## src/rtl/adder_pkg.sv

```systemverilog
// Shared constants and elaboration-time parameter check for the pipelined adder.
// Latency: none (package only).
// Backpressure: not applicable.
package adder_pkg;

  // Encoding of the sub input.
  localparam logic SUB_ADD = 1'b0;
  localparam logic SUB_SUB = 1'b1;

  // Legal geometry: at least 2 bits, 1..N stages, and the stages must split N evenly.
  function automatic bit chk_params(input int n, input int stages);
    return (n >= 2) && (stages >= 1) && (stages <= n) && ((n % stages) == 0);
  endfunction

endpackage

```

## src/rtl/add_chunk.sv

```systemverilog
// Combinational W-bit slice adder {co,s} = x + y + ci with signed overflow at the slice MSB.
// Latency: 0 cycles (purely combinational).
// Backpressure: none; the enclosing pipeline stage decides when the result is captured.
module add_chunk #(
  parameter int W = 4
) (
  input  logic [W-1:0] x_i,
  input  logic [W-1:0] y_i,
  input  logic         ci_i,
  output logic [W-1:0] s_o,
  output logic         co_o,
  output logic         ovf_o
);

  // One extra bit of headroom captures the carry out of the slice.
  assign {co_o, s_o} = {1'b0, x_i} + {1'b0, y_i} + {{W{1'b0}}, ci_i};

  // Overflow only means something for the top slice, where the MSB is the sign bit.
  assign ovf_o = (x_i[W-1] == y_i[W-1]) && (s_o[W-1] != x_i[W-1]);

endmodule

```

## src/rtl/adder_nbit_pipe.sv

```systemverilog
// Pipelined N-bit add/subtract with carry-in, carry-out and signed overflow, carry chain cut into STAGES slices.
// Latency: STAGES cycles from acceptance to out_valid; one beat per cycle sustained.
// Backpressure: in_ready = !out_valid || out_ready; when low the whole pipeline freezes, bubbles included.
module adder_nbit_pipe
  import adder_pkg::*;
#(
  parameter int N      = 8,
  parameter int STAGES = 2
) (
  input  logic         clk,
  input  logic         rst,
  input  logic         in_valid,
  output logic         in_ready,
  input  logic [N-1:0] a,
  input  logic [N-1:0] b,
  input  logic         cin,
  input  logic         sub,
  output logic         out_valid,
  input  logic         out_ready,
  output logic [N-1:0] sum,
  output logic         cout,
  output logic         ovf
);

  localparam int CHUNK = (STAGES > 0) ? (N / STAGES) : 1;

  if (!chk_params(N, STAGES)) begin : g_bad_params
    $error("adder_nbit_pipe: N must be >= 2 and divisible by STAGES, with 1 <= STAGES <= N");
  end

  // One pipeline slot. Operands are already in effective form (b inverted for subtract),
  // so the subtract mode never has to travel past the first stage. Bits of a/b that a
  // slot no longer needs are left for synthesis to trim.
  typedef struct packed {
    logic         vld;
    logic [N-1:0] a;
    logic [N-1:0] b;
    logic [N-1:0] s;
    logic         c;
    logic         ovf;
  } stage_t;

  stage_t st_q   [STAGES];
  stage_t st_d   [STAGES];
  stage_t st_src [STAGES];

  logic advance;

  assign advance  = !st_q[STAGES-1].vld || out_ready;
  assign in_ready = advance;

  // Stage 0 sees the raw inputs, folded into effective operand and carry-in.
  always_comb begin
    st_src[0]     = '0;
    st_src[0].vld = in_valid;
    st_src[0].a   = a;
    st_src[0].b   = (sub == SUB_SUB) ? ~b : b;
    st_src[0].c   = (sub == SUB_SUB) ? ~cin : cin;
  end

  for (genvar k = 0; k < STAGES; k++) begin : g_stage
    logic [CHUNK-1:0] s_chunk;
    logic             co_chunk;
    logic             ovf_chunk;
    stage_t           nxt;

    if (k > 0) begin : g_chain
      assign st_src[k] = st_q[k-1];
    end

    add_chunk #(
      .W(CHUNK)
    ) u_add (
      .x_i   (st_src[k].a[k*CHUNK +: CHUNK]),
      .y_i   (st_src[k].b[k*CHUNK +: CHUNK]),
      .ci_i  (st_src[k].c),
      .s_o   (s_chunk),
      .co_o  (co_chunk),
      .ovf_o (ovf_chunk)
    );

    // Drop this slice's result into the travelling sum and hand the carry to the next stage.
    always_comb begin
      nxt                      = st_src[k];
      nxt.s[k*CHUNK +: CHUNK]  = s_chunk;
      nxt.c                    = co_chunk;
      nxt.ovf                  = ovf_chunk;
    end

    assign st_d[k] = nxt;
  end

  // Pipeline registers: cleared on reset, otherwise shift together or freeze together.
  always_ff @(posedge clk) begin
    if (rst) begin
      for (int i = 0; i < STAGES; i++) begin
        st_q[i] <= '0;
      end
    end else if (advance) begin
      for (int i = 0; i < STAGES; i++) begin
        st_q[i] <= st_d[i];
      end
    end
  end

  assign out_valid = st_q[STAGES-1].vld;
  assign sum       = st_q[STAGES-1].s;
  assign cout      = st_q[STAGES-1].c;
  assign ovf       = st_q[STAGES-1].ovf;

endmodule

```

## config.mk

```make
export PLATFORM = sky130hd
export DESIGN_NAME = adder_nbit_pipe
export DESIGN_NICKNAME = d
export VERILOG_FILES = /design/src/rtl/adder_pkg.sv /design/src/rtl/add_chunk.sv /design/src/rtl/adder_nbit_pipe.sv
export SDC_FILE = /design/constraint.sdc
export NUM_CORES = 1
export LEC_CHECK = 0
export CAP_MARGIN = 10
export CORE_ASPECT_RATIO = 1.2
export CORE_UTILIZATION = 43
export CTS_BUF_LIST = sky130_fd_sc_hd__clkbuf_8 sky130_fd_sc_hd__clkbuf_16
export DETAILED_ROUTE_END_ITERATION = 10
export PLACE_DENSITY = 0.73
export RECOVER_POWER = 50
export REMOVE_ABC_BUFFERS = 1
export SETUP_SLACK_MARGIN = 0.4
export SYNTH_ARGS = -nofsm -noshare
export SYNTH_HDL_FRONTEND = slang
export SYNTH_SLANG_ARGS = --single-unit
```

## constraint.sdc

```tcl
create_clock -name clk -period 2.1 [get_ports clk]
set_input_delay 0.21 -clock clk [delete_from_list [all_inputs] [get_ports clk]]
set_output_delay 0.21 -clock clk [all_outputs]
set_load 0.03 [all_outputs]
```

==> flow_summary.toml <==
[power_and_ir_drop]
power_frac_comb_pct = 26.1
p_leak_uw = 0.0007498
cellInternalPower_uw = 911.6
powerDensity_nw_per_um2 = 704.5
p_switching_uw = 329.6
seqPwrFrac_pct = 50.9
power_frac_clock_pct = 22.9
max-vdd-ir-drop_uv = 379.2
switching_share_pct = 26.55

[timing]
period_share_pct = 86.04
finalSetupViolCount = 0
grt_setup_unrepaired = "yes"
slew_headroom_pct = 71.30
max_freq_mhz = 553.4
tightest_slew_ns = 0.4295
hold_violations = 0
drv_slew = 0
whs_ns = 0.5267
fin_skew_ns = 0.003271
period_needed_ns = 1.807

[final_layout]
largestRegisters = "st_q: 25 flops"
largest_reg_flops = 25
fill_cells = 228
regArea_um2 = 750.7
top_register = "st_q"
drive_gt1_share_pct = 15.94
n_antenna_cell = 0
multiInputGateArea_um2 = 534.3
num-nets-final = 171
syn_to_final_growth_pct = 35.91
final_cell_mix = "clkdlybuf4s50_1, edfxtp_1, and3_1, nor2_1"
post-route-util_pct = 62.08

[min_path]
worstHoldPathType = "in -> reg"
min_from = "sub"
hold_end = "st_q[0][15]$_SDFFCE_PN0P_"
whs_path_depth = 4

[clock_tree]
clock_latency_ns = 0.27
cts_root_buf = "clkbuf_8"
clock_path_buffers = 2
cts_made_buffers = 3
post_cts_buffers = 0
cts.htree.levels = 1
path_clk_slew_ns = 0.08
clkSinkCount = 25
cts_tree = "built"

[critical_path]
crit_buf_inv = 3
critPathMaxStageDelay_ns = 0.52
crit_path_frequent_cell = "nand2b_1"
slowest_stage = "dlygate4sd3_1"
cp_data_required_time_ns = 2.05
reg2reg_depth = 4
critPathLaunchType = "input pin"
path_cells = "dlygate4sd3_1 > nand2b_1 > clkbuf_1 > nand2b_1 > clkbuf_2"
arrival_ns = 1.76
cp_max_fo = 12
r2r_start = "st_q[0][53]$_SDFFCE_PN0P_"
reg2reg_slack_ns = 0.38
critPathKind = "in -> reg"
critical_path.top_delay_family = "buffers and inverters"
r2r_end = "st_q[0][33]$_SDFFCE_PN0P_"
end_kind = "flop"

[flow_run]
drv_cap = 0

[routing]
first_pass_iters = 4
drc_errors = 0
wl_per_cell_um = 12.10
via_per_inst = 4.959
vias = 853
drt_wl_total_mm = 2.081
antenna_left = 0
drtIter0Drc = 23

[place]
gp_congestion = 0.7874
hpwl_mm = 1.600
portBuffers = 33

[floorplan]
ioPinCount = 34
initial_core_util_pct = 45.68
coreArea_um2 = 2838
die-area_um2 = 3239
placementRows = 21
die_x_um = 52.12
die_h_um = 62.15

[synth]
netlist_area_um2 = 1296
synthFlopType = "edfxtp_1"
ys_types = 24
synthCells = 99
yosysWarningCount = 0
ys_ff_latch = 25
async_reset_ff_share_pct = 0
synth_edf_count = 25
syn_area_per_cell_um2 = 13.09
yosysSeqAreaShare_pct = 57.92

[global_routing]
grt_util_all_layers_pct = 16.44
grt_pass1_vias = 901
grt_pass1_wl_mm = 3.864
grt_max_degree = 17
antenna_found_initial = 0
gr-total-overflow = 0

[run_status]
status = "finished clean"
cell families after synthesis:
family / share of synthesized area [%]
buffers and inverters: 3.668
multiplexers: 0.7722
AO/OA/AOI/OAI: 5.598
AND/OR/NAND/NOR: 13.32
flip-flops: 57.92
XOR/XNOR: 6.756
adder cells (fa/ha/maj): 11.97
Yosys cell counts (2+ instances only):
cell      instances  area [um^2]
edfxtp_1         25        750.7
a21oi_1           5        25.02
nand3b_1          2        15.01
inv_1             7        26.28
xnor2_1           5        43.79
buf_2             2        10.01
a21o_1            4        30.03
fa_1              4        80.08
and3_1           12        75.07
ha_1              6        75.07
xor2_1            5        43.79
nand3_1           3        15.01
nor2_1            8        30.03
worst max-delay path by stage:
stage,startpoint,to,slack [ns],cells after the start
3_3_place_gp,sub,st_q[0][1]$_SDFFCE_PN0P_,-0.30,7
4_1_cts,a[0],st_q[0][1]$_SDFFCE_PN0P_,0.36,6
3_5_place_dp,sub,st_q[0][1]$_SDFFCE_PN0P_,-0.34,7
5_1_grt,out_ready,st_q[0][33]$_SDFFCE_PN0P_,0.18,5
2_1_floorplan,st_q[0][53]$_SDFFCE_PN0P_,st_q[0][14]$_SDFFCE_PN0P_,0.15,2
6_report,out_ready,st_q[0][33]$_SDFFCE_PN0P_,0.29,5
worst min-delay path, stage by stage:
cell,delay [ns]
buf_2,0.14
buf_4,0.18
xnor2_1,0.08
nor2_1,0.07
what timing repair did:
action | in CTS | in global routing
pin swaps | 4 | 4
setup endpoints to repair | 7 | 5
gates resized for setup | 18 | 4
hold buffers | 0 | 0
layer usage:
layer	vias up	track usage [%]	wire, um
met5	-	0	0
met4	0	12.16	81
met3	8	2.451	68
met2	29	26.12	1082
met1	392	19.41	849
li1	424	-	-
final cells by class:
| type | count | area share (%) |
|---|---|---|
| Sequential cell | 25 | 42.61 |
| Clock inverter | 1 | 0.4261 |
| Clock buffer | 3 | 2.344 |
| Inverter | 7 | 1.491 |
| Tap cell | 34 | 2.415 |
| Timing Repair Buffer | 39 | 20.38 |
| Multi-Input combinational cell | 63 | 30.33 |
stage by stage:
| step | power, uW | setup TNS, ns | cells | setup WS [ns] | cell area [um^2] |
|---|---|---|---|---|---|
| 2_1_floorplan | 824.1 | 0 | 95 | 0.1499 | 1275 |
| 3_3_place_gp | 943.2 | -0.6949 | 168 | -0.2960 | 1693 |
| 5_1_grt | 1312 | 0 | 172 | 0.1766 | 1762 |
| 3_5_place_dp | 959.6 | -0.8784 | 168 | -0.3404 | 1693 |
| 4_1_cts | 1254 | 0 | 172 | 0.3570 | 1764 |
| 6_report | 1241 | 0 | 172 | 0.2931 | 1762 |
power by group through the flow:
stage	logic, uW	registers (uW)	clock network, uW
after global placement	302	641	0
after detailed placement	315	645	0
after CTS	326	633	294
after global routing	355	639	319
after floorplan	127	698	0
final	324	632	284
No activity file was read; power rests on OpenSTA's default activity.
